**src/rtl/ifetch_unit.sv**
```systemverilog
// ifetch_unit: RV32I fetch stage. It owns the PC, fetches one instruction
// word over a req/ack handshake, holds it for decode until commit, then
// selects the next PC from trap / pc_sel / alu_result.
//
// Ports:
//   clk, rst_n            core clock (rising edge), async active-low reset
//   imem_req, imem_addr   fetch request; imem_addr == pc while requesting
//   imem_ack, imem_rdata  memory response; rdata valid in the ack cycle
//   commit                core retires the held instruction
//   pc_sel, trap          redirect controls, sampled on commit
//   alu_result            redirect target for pc_sel
//   pc, pc_plus4          held instruction address and its successor
//   instr, instr_valid    held instruction word and its valid flag
//   opcode, funct3,funct7 pre-sliced fields of instr
//   fault                 sticky misaligned-fetch fault
//   instret               retired-instruction counter
module ifetch_unit #(
  parameter logic [31:0] RESET_PC = 32'h0000_0000,
  parameter logic [31:0] TRAP_VEC = 32'h0000_0004,
  parameter logic [31:0] NOP_WORD = 32'h0000_0013
) (
  input  logic        clk,
  input  logic        rst_n,
  output logic        imem_req,
  output logic [31:0] imem_addr,
  input  logic        imem_ack,
  input  logic [31:0] imem_rdata,
  input  logic        commit,
  input  logic        pc_sel,
  input  logic        trap,
  input  logic [31:0] alu_result,
  output logic [31:0] pc,
  output logic [31:0] pc_plus4,
  output logic [31:0] instr,
  output logic        instr_valid,
  output logic [4:0]  opcode,
  output logic [2:0]  funct3,
  output logic        funct7,
  output logic        fault,
  output logic [31:0] instret
);

  localparam int unsigned XLEN = 32;

  typedef enum logic [1:0] {
    ST_IDLE  = 2'd0,
    ST_REQ   = 2'd1,
    ST_EXEC  = 2'd2,
    ST_FAULT = 2'd3
  } state_e;

  state_e           state_q, state_d;
  logic [XLEN-1:0]  pc_q, pc_d;
  logic [XLEN-1:0]  instr_q, instr_d;
  logic [XLEN-1:0]  instret_q, instret_d;
  logic [XLEN-1:0]  next_pc;
  logic             fetch_done;
  logic             retire;

  assign fetch_done = (state_q == ST_REQ) && imem_ack;
  assign retire     = (state_q == ST_EXEC) && commit;

  // Next-PC select: trap beats pc_sel; JALR targets have bit 0 cleared.
  always_comb begin
    if (trap) begin
      next_pc = TRAP_VEC;
    end else if (pc_sel) begin
      next_pc = {alu_result[XLEN-1:1], 1'b0};
    end else begin
      next_pc = pc_plus4;
    end
  end

  // State register
  always_ff @(posedge clk or negedge rst_n) begin
    if (!rst_n) begin
      state_q <= ST_IDLE;
    end else begin
      state_q <= state_d;
    end
  end

  // Next-state logic
  always_comb begin
    state_d = state_q;
    case (state_q)
      ST_IDLE:  state_d = ST_REQ;
      ST_REQ:   if (imem_ack) state_d = ST_EXEC;
      ST_EXEC:  if (commit) state_d = next_pc[1] ? ST_FAULT : ST_REQ;
      ST_FAULT: state_d = ST_FAULT;
      default:  state_d = ST_IDLE;
    endcase
  end

  // Output decode from the state register
  always_comb begin
    imem_req    = 1'b0;
    instr_valid = 1'b0;
    fault       = 1'b0;
    case (state_q)
      ST_REQ:   imem_req    = 1'b1;
      ST_EXEC:  instr_valid = 1'b1;
      ST_FAULT: fault       = 1'b1;
      default:  ;
    endcase
  end

  // Datapath next values; a faulting redirect keeps the old pc.
  always_comb begin
    pc_d      = pc_q;
    instr_d   = instr_q;
    instret_d = instret_q;
    if (fetch_done) begin
      instr_d = imem_rdata;
    end
    if (retire) begin
      instr_d   = NOP_WORD;
      instret_d = instret_q + XLEN'(1);
      if (!next_pc[1]) begin
        pc_d = next_pc;
      end
    end
  end

  // Datapath registers
  always_ff @(posedge clk or negedge rst_n) begin
    if (!rst_n) begin
      pc_q      <= RESET_PC;
      instr_q   <= NOP_WORD;
      instret_q <= '0;
    end else begin
      pc_q      <= pc_d;
      instr_q   <= instr_d;
      instret_q <= instret_d;
    end
  end

  assign pc        = pc_q;
  assign imem_addr = pc_q;
  assign pc_plus4  = pc_q + XLEN'(4);
  assign instr     = instr_q;
  assign instret   = instret_q;
  assign opcode    = instr_q[6:2];
  assign funct3    = instr_q[14:12];
  assign funct7    = instr_q[30];

endmodule
```
**config.mk**
```make
export PLATFORM = sky130hd
export DESIGN_NAME = ifetch_unit
export DESIGN_NICKNAME = d
export VERILOG_FILES = /design/src/rtl/ifetch_unit.sv
export SDC_FILE = /design/constraint.sdc
export NUM_CORES = 1
export LEC_CHECK = 0
export ABC_AREA = 1
export BUFFER_PORTS_ARGS = -buffer_cell sky130_fd_sc_hd__buf_2
export CAP_MARGIN = 20
export CORE_MARGIN = 8
export CORE_UTILIZATION = 50
export CTS_CLUSTER_SIZE = 25
export DETAILED_ROUTE_END_ITERATION = 6
export PLACE_DENSITY_LB_ADDON = 0.15
export SLEW_MARGIN = 20
export SYNTH_ARGS = -nofsm -noshare
export SYNTH_HDL_FRONTEND = slang
export SYNTH_SLANG_ARGS = --single-unit
```
**constraint.sdc**
```tcl
create_clock -name clk -period 4.9 [get_ports clk]
set_input_delay 1.225 -clock clk [delete_from_list [all_inputs] [get_ports clk]]
set_output_delay 1.225 -clock clk [all_outputs]
set_load 0.1 [all_outputs]
```
==> flow_summary.yaml, run 1 <==
place:
  port_buffers: 234
  pre_cts_slack_ps: 1709
  gp_congestion: 0.8777
  dp_hpwl_mm: 13.37
cells_and_area:
  drive_gt1_share_pct: 27.60
  fin_nets: 1114
  areaGrowthSynthToFinish_pct: 20.98
  multi_input_area_um2: 2932
  nFillCells: 1193
  diodes: 0
  ff_latch_area_um2: 2406
setup_path:
  cp_top_family: "simple AND/OR/NAND/NOR gates"
  cp_common_cell: "nand2_1"
  rr_worst_depth: 7
  cp-endpoint: "pc_plus4[24]"
  crit_fanout: 5
  end_kind: "output pin"
  max_stage_delay_ps: 440
  slowest_stage: "dfrtp_1"
  rrSetupSlack_ps: 2790
  rr_startpoint: "state_q[0]"
  cp_cell_sequence: "ha_1 > nand2_1 > nor2_4 > nand2_1 > nor2_1 > nand3_1 > nand2_1 > buf_2"
  timing.rr.end: "imem_addr[6]"
  crit_arrival_ps: 2360
  crit_start: "imem_addr[2]"
  cp.depth: 8
  cp.required_ps: 3670
  path_class: "register to output pin"
  crit_buf_inv: 1
  start_kind: "register"
logic_synthesis:
  synth_largest_area_cell: "dfrtp_1"
  yosysMostFrequentCell: "nand2_1"
  syn-instance-count: 858
  synth-seq-area-share_pct: 40.18
  async_flop_share_pct: 100.0
  avgSynthCellArea_um2: 6.979
  syn_area_um2: 5988
  synthTopCellsByCount: "nand2_1, nor2_1, nand3_1"
  ys_seq_elements: 96
  synthFlopType: "dfrtp_1"
  synth_edf_count: 0
  synth_cell_types: 34
  yosysTopAreaCellShare_pct: 38.86
  yosysWarningCount: 0
  yosys-top-cells-area: "dfrtp_1, nand2_1, nand3_1, nor2_1, buf_4"
min_path:
  hold_class: "register to register"
detailed_routing:
  vias: 5904
  ant_nets: 0
  vias_per_cell: 4.945
  wl_met3_mm: 1.196
  wirelength_mm: 17.63
  drc: 0
  first_pass_iters: 4
  topRoutingLayerUsed: "met4"
  drtIter0Drc: 341
  wl_met1_mm: 7.264
  wire_per_inst_um: 14.77
  met2_length_mm: 8.787
die:
  fp.dieW_um: 125.4
  pin_count: 242
  start_util_pct: 50.49
  fp-row-count: 40
  fp.dieH_um: 125.4
  die-area_um2: 15730
  core_um2: 11860
sta:
  skew_ps: 9.469
  finalCritPeriodShare_pct: 73.20
  fmax_mhz: 278.8
  setup_violations: 0
  layout_setup_ws_ps: 1313
  fin_crit_ps: 3587
  tns_ps: 0
  relSlewSlack_pct: 36.09
  drv_slew: 0
  worst_pin_slew_ps: 958.6
  final-hold-violation-count: 0
  rsz0062_at_grt: "no"
global_routing:
  antenna_found_initial: 0
  grt_pass1_vias: 5802
  grt_usage_pct: 22.52
  grt_max_degree: 76
  grt_pass1_wl_mm: 29.22
  grt_overflow_total: 0
clock_tree:
  cts_max_path_buffers: 2
  cts_made_buffers: 9
  tritoncts: "built"
  holdBufCountCts: 0
  clkTransAtPathRegs_ps: 70
  cts_sinks: 96
  clock-root-buffer: "clkbuf_16"
  insertion_delay_ps: 350
  ctsResizeCount: 0
  postCtsSetupBuffers: 0
  htreeDepth: 3
flow_run:
  drv_cap: 0
status:
  status: "complete, no violations"
==> registers in the layout, summed over array words and instances, names as in the netlist <==
name and cells:
imem_addr 30, instr 32, instret 32, state_q 2
==> worst reg2reg max path, delay by kind of cell (launching register included) <==
kind            cells  cell delay (ps)
buf+inv             2              370
flops               1              390
compound gates      2              290
simple gates        3              990
==> stage by stage <==
| stage | hold slack, ps | util [%] | area, um^2 | instances |
|---|---|---|---|---|
| after global placement | 455.8 | 58.53 | 6943 | 1178 |
| after floorplan | 514.9 | - | 6022 | 863 |
| after detailed placement | 456.2 | 58.53 | 6943 | 1178 |
| after CTS | 468.4 | 61.05 | 7242 | 1194 |
| final | 467.3 | 61.08 | 7244 | 1194 |
| after global routing | 487.6 | 61.08 | 7244 | 1194 |
==> cells in the final DEF, fill, tap and decap left out, types with 2 or more instances in the layout <==
master      instances
nor2_1            127
clkinvlp_4          3
o21ai_1             9
nor2_4              5
clkbuf_16           9
o21ai_2             8
conb_1              6
inv_1              55
clkinv_1            3
nand4_1             3
nor2_2              8
o21ai_0            33
nand2_1           290
dfrtp_1            93
dfstp_2             3
nand2_2             5
buf_4               4
nand3b_1            5
nand3_1            99
xnor2_1            10
ha_1                2
nor3_1              4
xnor2_2             2
xor2_1             14
buf_2             233
==> kinds of logic (layout without fill, tap and decap cells) <==
group                    Yosys count  after routing  share of synthesized area [%]
flip-flops                        96             96                          40.18
multiplexers                       1              1                         0.1672
AND/OR/NAND/NOR                  551            551                          38.99
buffers and inverters            129            313                          11.47
adder cells (fa/ha/maj)            2              2                         0.4178
AO/OA/AOI/OAI                     52             52                          4.910
other                              1              6                        0.06262
XOR/XNOR                          26             26                          3.803
==> routing by layer <==
metal  GRT usage (%)  vias to the layer above
met5               0                        -
met1           25.80                     2697
met3           6.290                       23
met2           39.19                      170
met4           8.238                        0
li1                -                     3014
==> layout make-up <==
| class | count | share of cell area (%) |
|---|---|---|
| multi-input combinational | 638 | 40.47 |
| sequential | 96 | 33.21 |
| timing repair buffer | 237 | 16.51 |
| clock buffer | 10 | 3.161 |
| inverter | 60 | 3.143 |
| tap | 147 | 2.539 |
| clock inverter | 6 | 0.9672 |
==> worst min path at each step <==
stage	depth (start not counted)	slack [ps]	endpoint	startpoint
after floorplan	2	510	state_q[1]	state_q[0]
after global placement	2	460	instr[0]	instr[0]
after detailed placement	2	460	instr[0]	instr[0]
after CTS	2	470	instr[0]	instr[0]
after global routing	2	490	instr[0]	instr[0]
final	2	470	instr[0]	instr[0]
Power of run 1 is left out: the tool's default activity adds up to more than one toggle a clock period on the data nets, which glitch-free logic cannot reach.
==> run 2: changes to the inputs <==
ABC_AREA = 0   (was 1)
CORE_UTILIZATION = 48   (was 50)
clock period = 3.4 ns   (was 4.9 ns; I/O delays follow)
==> flow_summary.yaml, run 2 <==
global_routing:
  grt_pass1_wl_mm: 26.30
  grt_pass1_vias: 4998
  grt_usage_pct: 22.00
  antenna_found_initial: 1
  grt_overflow_total: 0
  grt_max_degree: 62
setup_path:
  cp-endpoint: "pc_plus4[31]"
  cp.required_ps: 2550
  path_class: "register to output pin"
  end_kind: "output pin"
  crit_start: "imem_addr[8]"
  crit_arrival_ps: 2400
  start_kind: "register"
  rr_startpoint: "imem_addr[16]"
  rrSetupSlack_ps: 1170
  timing.rr.end: "imem_addr[31]"
  rr_worst_depth: 7
  crit_fanout: 9
die:
  fp.dieH_um: 121.9
  die-area_um2: 14860
  start_util_pct: 49.43
  fp.dieW_um: 121.9
  core_um2: 10890
  fp-row-count: 38
  pin_count: 242
detailed_routing:
  wirelength_mm: 16.78
  vias: 4948
  first_pass_iters: 5
  drtIter0Drc: 381
  vias_per_cell: 5.547
  drc: 0
  ant_nets: 0
  wire_per_inst_um: 18.81
sta:
  drv_slew: 0
  rsz0062_at_grt: "no"
  skew_ps: 11.31
  fmax_mhz: 307.2
  worst_pin_slew_ps: 926.4
  fin_crit_ps: 3255
  relSlewSlack_pct: 38.05
  final-hold-violation-count: 0
  finalCritPeriodShare_pct: 95.73
  setup_violations: 0
logic_synthesis:
  syn-instance-count: 549
  syn_area_um2: 5381
  synth-seq-area-share_pct: 44.71
  yosysMostFrequentCell: "dfrtp_1"
  async_flop_share_pct: 100.0
  avgSynthCellArea_um2: 9.802
  synthTopCellsByCount: "dfrtp_1, buf_4, nand2_1"
  synth_largest_area_cell: "dfrtp_1"
  yosysTopAreaCellShare_pct: 43.25
  yosys-top-cells-area: "dfrtp_1, buf_4, xnor2_1, a22o_1, xor2_1"
  synth_cell_types: 56
  ys_seq_elements: 96
  synth_edf_count: 0
  yosysWarningCount: 0
  synthFlopType: "dfrtp_1"
cells_and_area:
  fin_nets: 819
  layout_commonest_cell: "buf_2"
  fin_util_pct: 67.96
  fin_area_um2: 7400
  final_cell_mix: "buf_2, dfrtp_1, nand2_1, nor2_1, o21ai_0"
  diodes: 0
  areaGrowthSynthToFinish_pct: 37.50
  nFillCells: 871
  drive_gt1_share_pct: 46.81
place:
  port_buffers: 234
  dp_hpwl_mm: 12.44
  gp_congestion: 0.8446
  placed_area_um2: 6992
clock_tree:
  tritoncts: "built"
  clock-root-buffer: "clkbuf_8"
  insertion_delay_ps: 370
  htreeDepth: 3
  cts_max_path_buffers: 2
  cts_made_buffers: 9
  cts_sinks: 96
  clkTransAtPathRegs_ps: 100
min_path:
  hold_class: "input pin to asynchronous set/reset pin"
flow_run:
  drv_cap: 0
status:
  status: "complete, no violations"
run 2: changes by cell type after synthesis, moves of 9 or more:
| cell | previous run | this run |
|---|---|---|
| nand2_1 | 291 | 42 |
| nor2_1 | 127 | 37 |
| nand3_1 | 99 | 23 |
| inv_1 | 55 | 13 |
| a22o_1 | 0 | 29 |
| xnor2_1 | 12 | 36 |
| nand4_1 | 3 | 20 |
| a21oi_1 | 0 | 13 |
| xor2_1 | 14 | 23 |
run 2: repair_timing:
action                     in CTS  in global routing
setup endpoints to repair       5                 12
resized for setup               2                  5
pin swaps                       4                  7
hold buffers                    0                  0
buffers inserted               14                  4
run 2: cells by family after synthesis:
| kind of cell | synth area share (%) |
|---|---|
| AO/OA/AOI/OAI | 14.53 |
| XOR/XNOR | 9.602 |
| adder cells (fa/ha/maj) | 0.4649 |
| buffers and inverters | 10.49 |
| flip-flops | 44.71 |
| multiplexers | 1.116 |
| other | 0.06968 |
| AND/OR/NAND/NOR | 19.02 |
run 2: how the worst min path moves through the flow:
| stage | start | endpoint | depth (start not counted) |
|---|---|---|---|
| 2_1_floorplan | state_q[0] | state_q[1] | 2 |
| 5_1_grt | rst_n | instret[24] | 1 |
| 3_3_place_gp | instret[31] | instret[31] | 1 |
| 3_5_place_dp | instr[19] | instr[19] | 1 |
| 4_1_cts | rst_n | instret[24] | 1 |
| 6_report | rst_n | instret[24] | 1 |
run 2: cell type report:
cell class	instances	area [um^2]	area share, %
Timing Repair Buffer	262	1652	22.32
Inverter	13	48.80	0.6595
Multi-Input combinational cell	365	2831	38.27
Sequential cell	96	2466	33.33
Clock inverter	5	85.08	1.150
Tap cell	140	175.2	2.367
Clock buffer	11	141.4	1.911
run 2: critical path: stages (launching register included):
cell and delay, ps:
dfrtp_4 500, nand2_1 180, or2_4 330, nor4_4 340
nand4_1 250, xnor2_4 240, buf_12 200
run 2: routing by layer:
layer  GRT usage, %  up-vias  wire length, um
li1               -     2281                -
met1          26.06     2421             6481
met2          38.54      221             8559
met3          6.201       23             1473
met4          5.320        2              250
met5              0        -               10
run 2: per-stage QoR:
step | TNS, ps | worst slack, ps | hold slack [ps] | cells
floorplan | -366.8 | -154.9 | 507.6 | 554
global placement | 0 | 346.9 | 451.2 | 858
detailed placement | 0 | 301.8 | 476.6 | 858
CTS | 0 | 6.118 | 462.1 | 888
global route | 0 | 20.96 | 462.1 | 892
finish | 0 | 145.3 | 434.7 | 892
Power of run 2 is left out for the same reason.
==> run 3: changes to the inputs <==
CORE_UTILIZATION = 43   (was 48)
clock period = 2.7 ns   (was 3.4 ns; I/O delays follow)
==> flow_summary.yaml, run 3 (same netlist as run 2, synthesis figures left out) <==
place:
  dp_hpwl_mm: 13.26
  place_inst: 928
  port_buffers: 234
  gp_congestion: 0.8018
global_routing:
  grt_pass1_wl_mm: 28.51
  grt_pass1_vias: 5567
  grt_max_degree: 55
  grt_overflow_total: 0
  grt_usage_pct: 21.83
  antenna_found_initial: 1
sta:
  finalCritPeriodShare_pct: 109.7
  layout_setup_ws_ps: -263.2
  holdWs_ps: 261.4
  skew_ps: 10.23
  final-hold-violation-count: 0
  relSlewSlack_pct: 63.47
  rsz0062_at_grt: "yes"
  fmax_mhz: 337.5
  setup_violations: 20
  tns_ps: -2476
  drv_slew: 0
  worst_pin_slew_ps: 548.0
  fin_crit_ps: 2963
setup_path:
  cp.required_ps: 2030
  start_kind: "register"
  crit_fanout: 2
  slowest_stage: "or4_4"
  rr_startpoint: "imem_addr[3]"
  path_class: "register to output pin"
  cp_cell_sequence: "nand3_4 > or4_4 > nor4_4 > nand4_1 > xnor2_4 > buf_12"
  end_kind: "output pin"
  crit_arrival_ps: 2290
  max_stage_delay_ps: 550
  crit_start: "imem_addr[14]"
clock_tree:
  cts_max_path_buffers: 2
  tritoncts: "built"
  clock-root-buffer: "clkbuf_16"
  htreeDepth: 3
  insertion_delay_ps: 340
  clkTransAtPathRegs_ps: 80
  cts_sinks: 96
  cts_made_buffers: 9
cells_and_area:
  areaGrowthSynthToFinish_pct: 59.17
  diodes: 0
  drive_gt1_share_pct: 54.11
  final_cell_mix: "buf_2, buf_4, dfrtp_1, nand2_1, o21ai_0"
  layout.cells.non_filler: 987
  layout_commonest_cell: "buf_2"
  fin_nets: 882
detailed_routing:
  wirelength_mm: 18.37
  vias: 5235
  wire_per_inst_um: 18.61
  vias_per_cell: 5.304
  drc: 0
  first_pass_iters: 5
  drtIter0Drc: 392
  ant_nets: 0
min_path:
  hold_class: "input pin to asynchronous set/reset pin"
flow_run:
  drv_cap: 0
die:
  fp.dieW_um: 127.9
  fp-row-count: 41
  pin_count: 242
  fp.dieH_um: 127.9
  start_util_pct: 43.35
  core_um2: 12410
  die-area_um2: 16350
status:
  violations: "negative setup slack"
  status: "complete, but fails checks"
==> run 3: final timing paths <==
path	end	slack, ps	cells after the start
max	pc_plus4[31]	-260	6
min	instret[21]	260	1
max reg2reg	imem_addr[28]	550	11
min reg2reg	instret[31]	460	1
max in group asynchronous	instr[4]	1770	2
min in group clk	instret[31]	460	1
==> run 3: metal layers <==
layer	up-vias	global-route usage, %	part of all wire [%]
met5	-	0	0.044
met4	2	8.811	1.3
met3	18	5.532	7.0
met2	192	37.77	52
met1	2611	25.27	40
li1	2412	-	-
==> run 3: metrics by stage <==
stage,util [%],instance area (um^2),setup WS [ps]
after floorplan,-,6096,-603.6
after global placement,61.77,7669,51.78
after detailed placement,61.77,7669,43.60
after CTS,67.91,8431,-291.0
after global routing,69.00,8566,-368.5
final,69.00,8566,-263.2
==> run 3: area by class of cell <==
cell class	count	area, um^2
fillers	956	3849
clock inverters	7	87.58
repair buffers	325	2356
clock buffers	9	225.2
multi-input cells	365	3133
well taps	172	215.2
flip-flops and latches	96	2500
inverters	13	48.80
==> run 3: worst max-delay path: cells and delay by family (launching register included) <==
| family | cells | cell delay, ps |
|---|---|---|
| flip-flops | 1 | 440 |
| AND/OR/NAND/NOR | 4 | 1080 |
| buffers and inverters | 1 | 190 |
| XOR/XNOR | 1 | 230 |
==> run 3: repair_timing <==
item | 4_1_cts | 5_1_grt
setup endpoints to repair | 23 | 27
setup buffers | 36 | 11
hold buffers | 0 | 0
resized for setup | 32 | 22
pin swaps | 19 | 16
Power of run 3 is left out for the same reason.
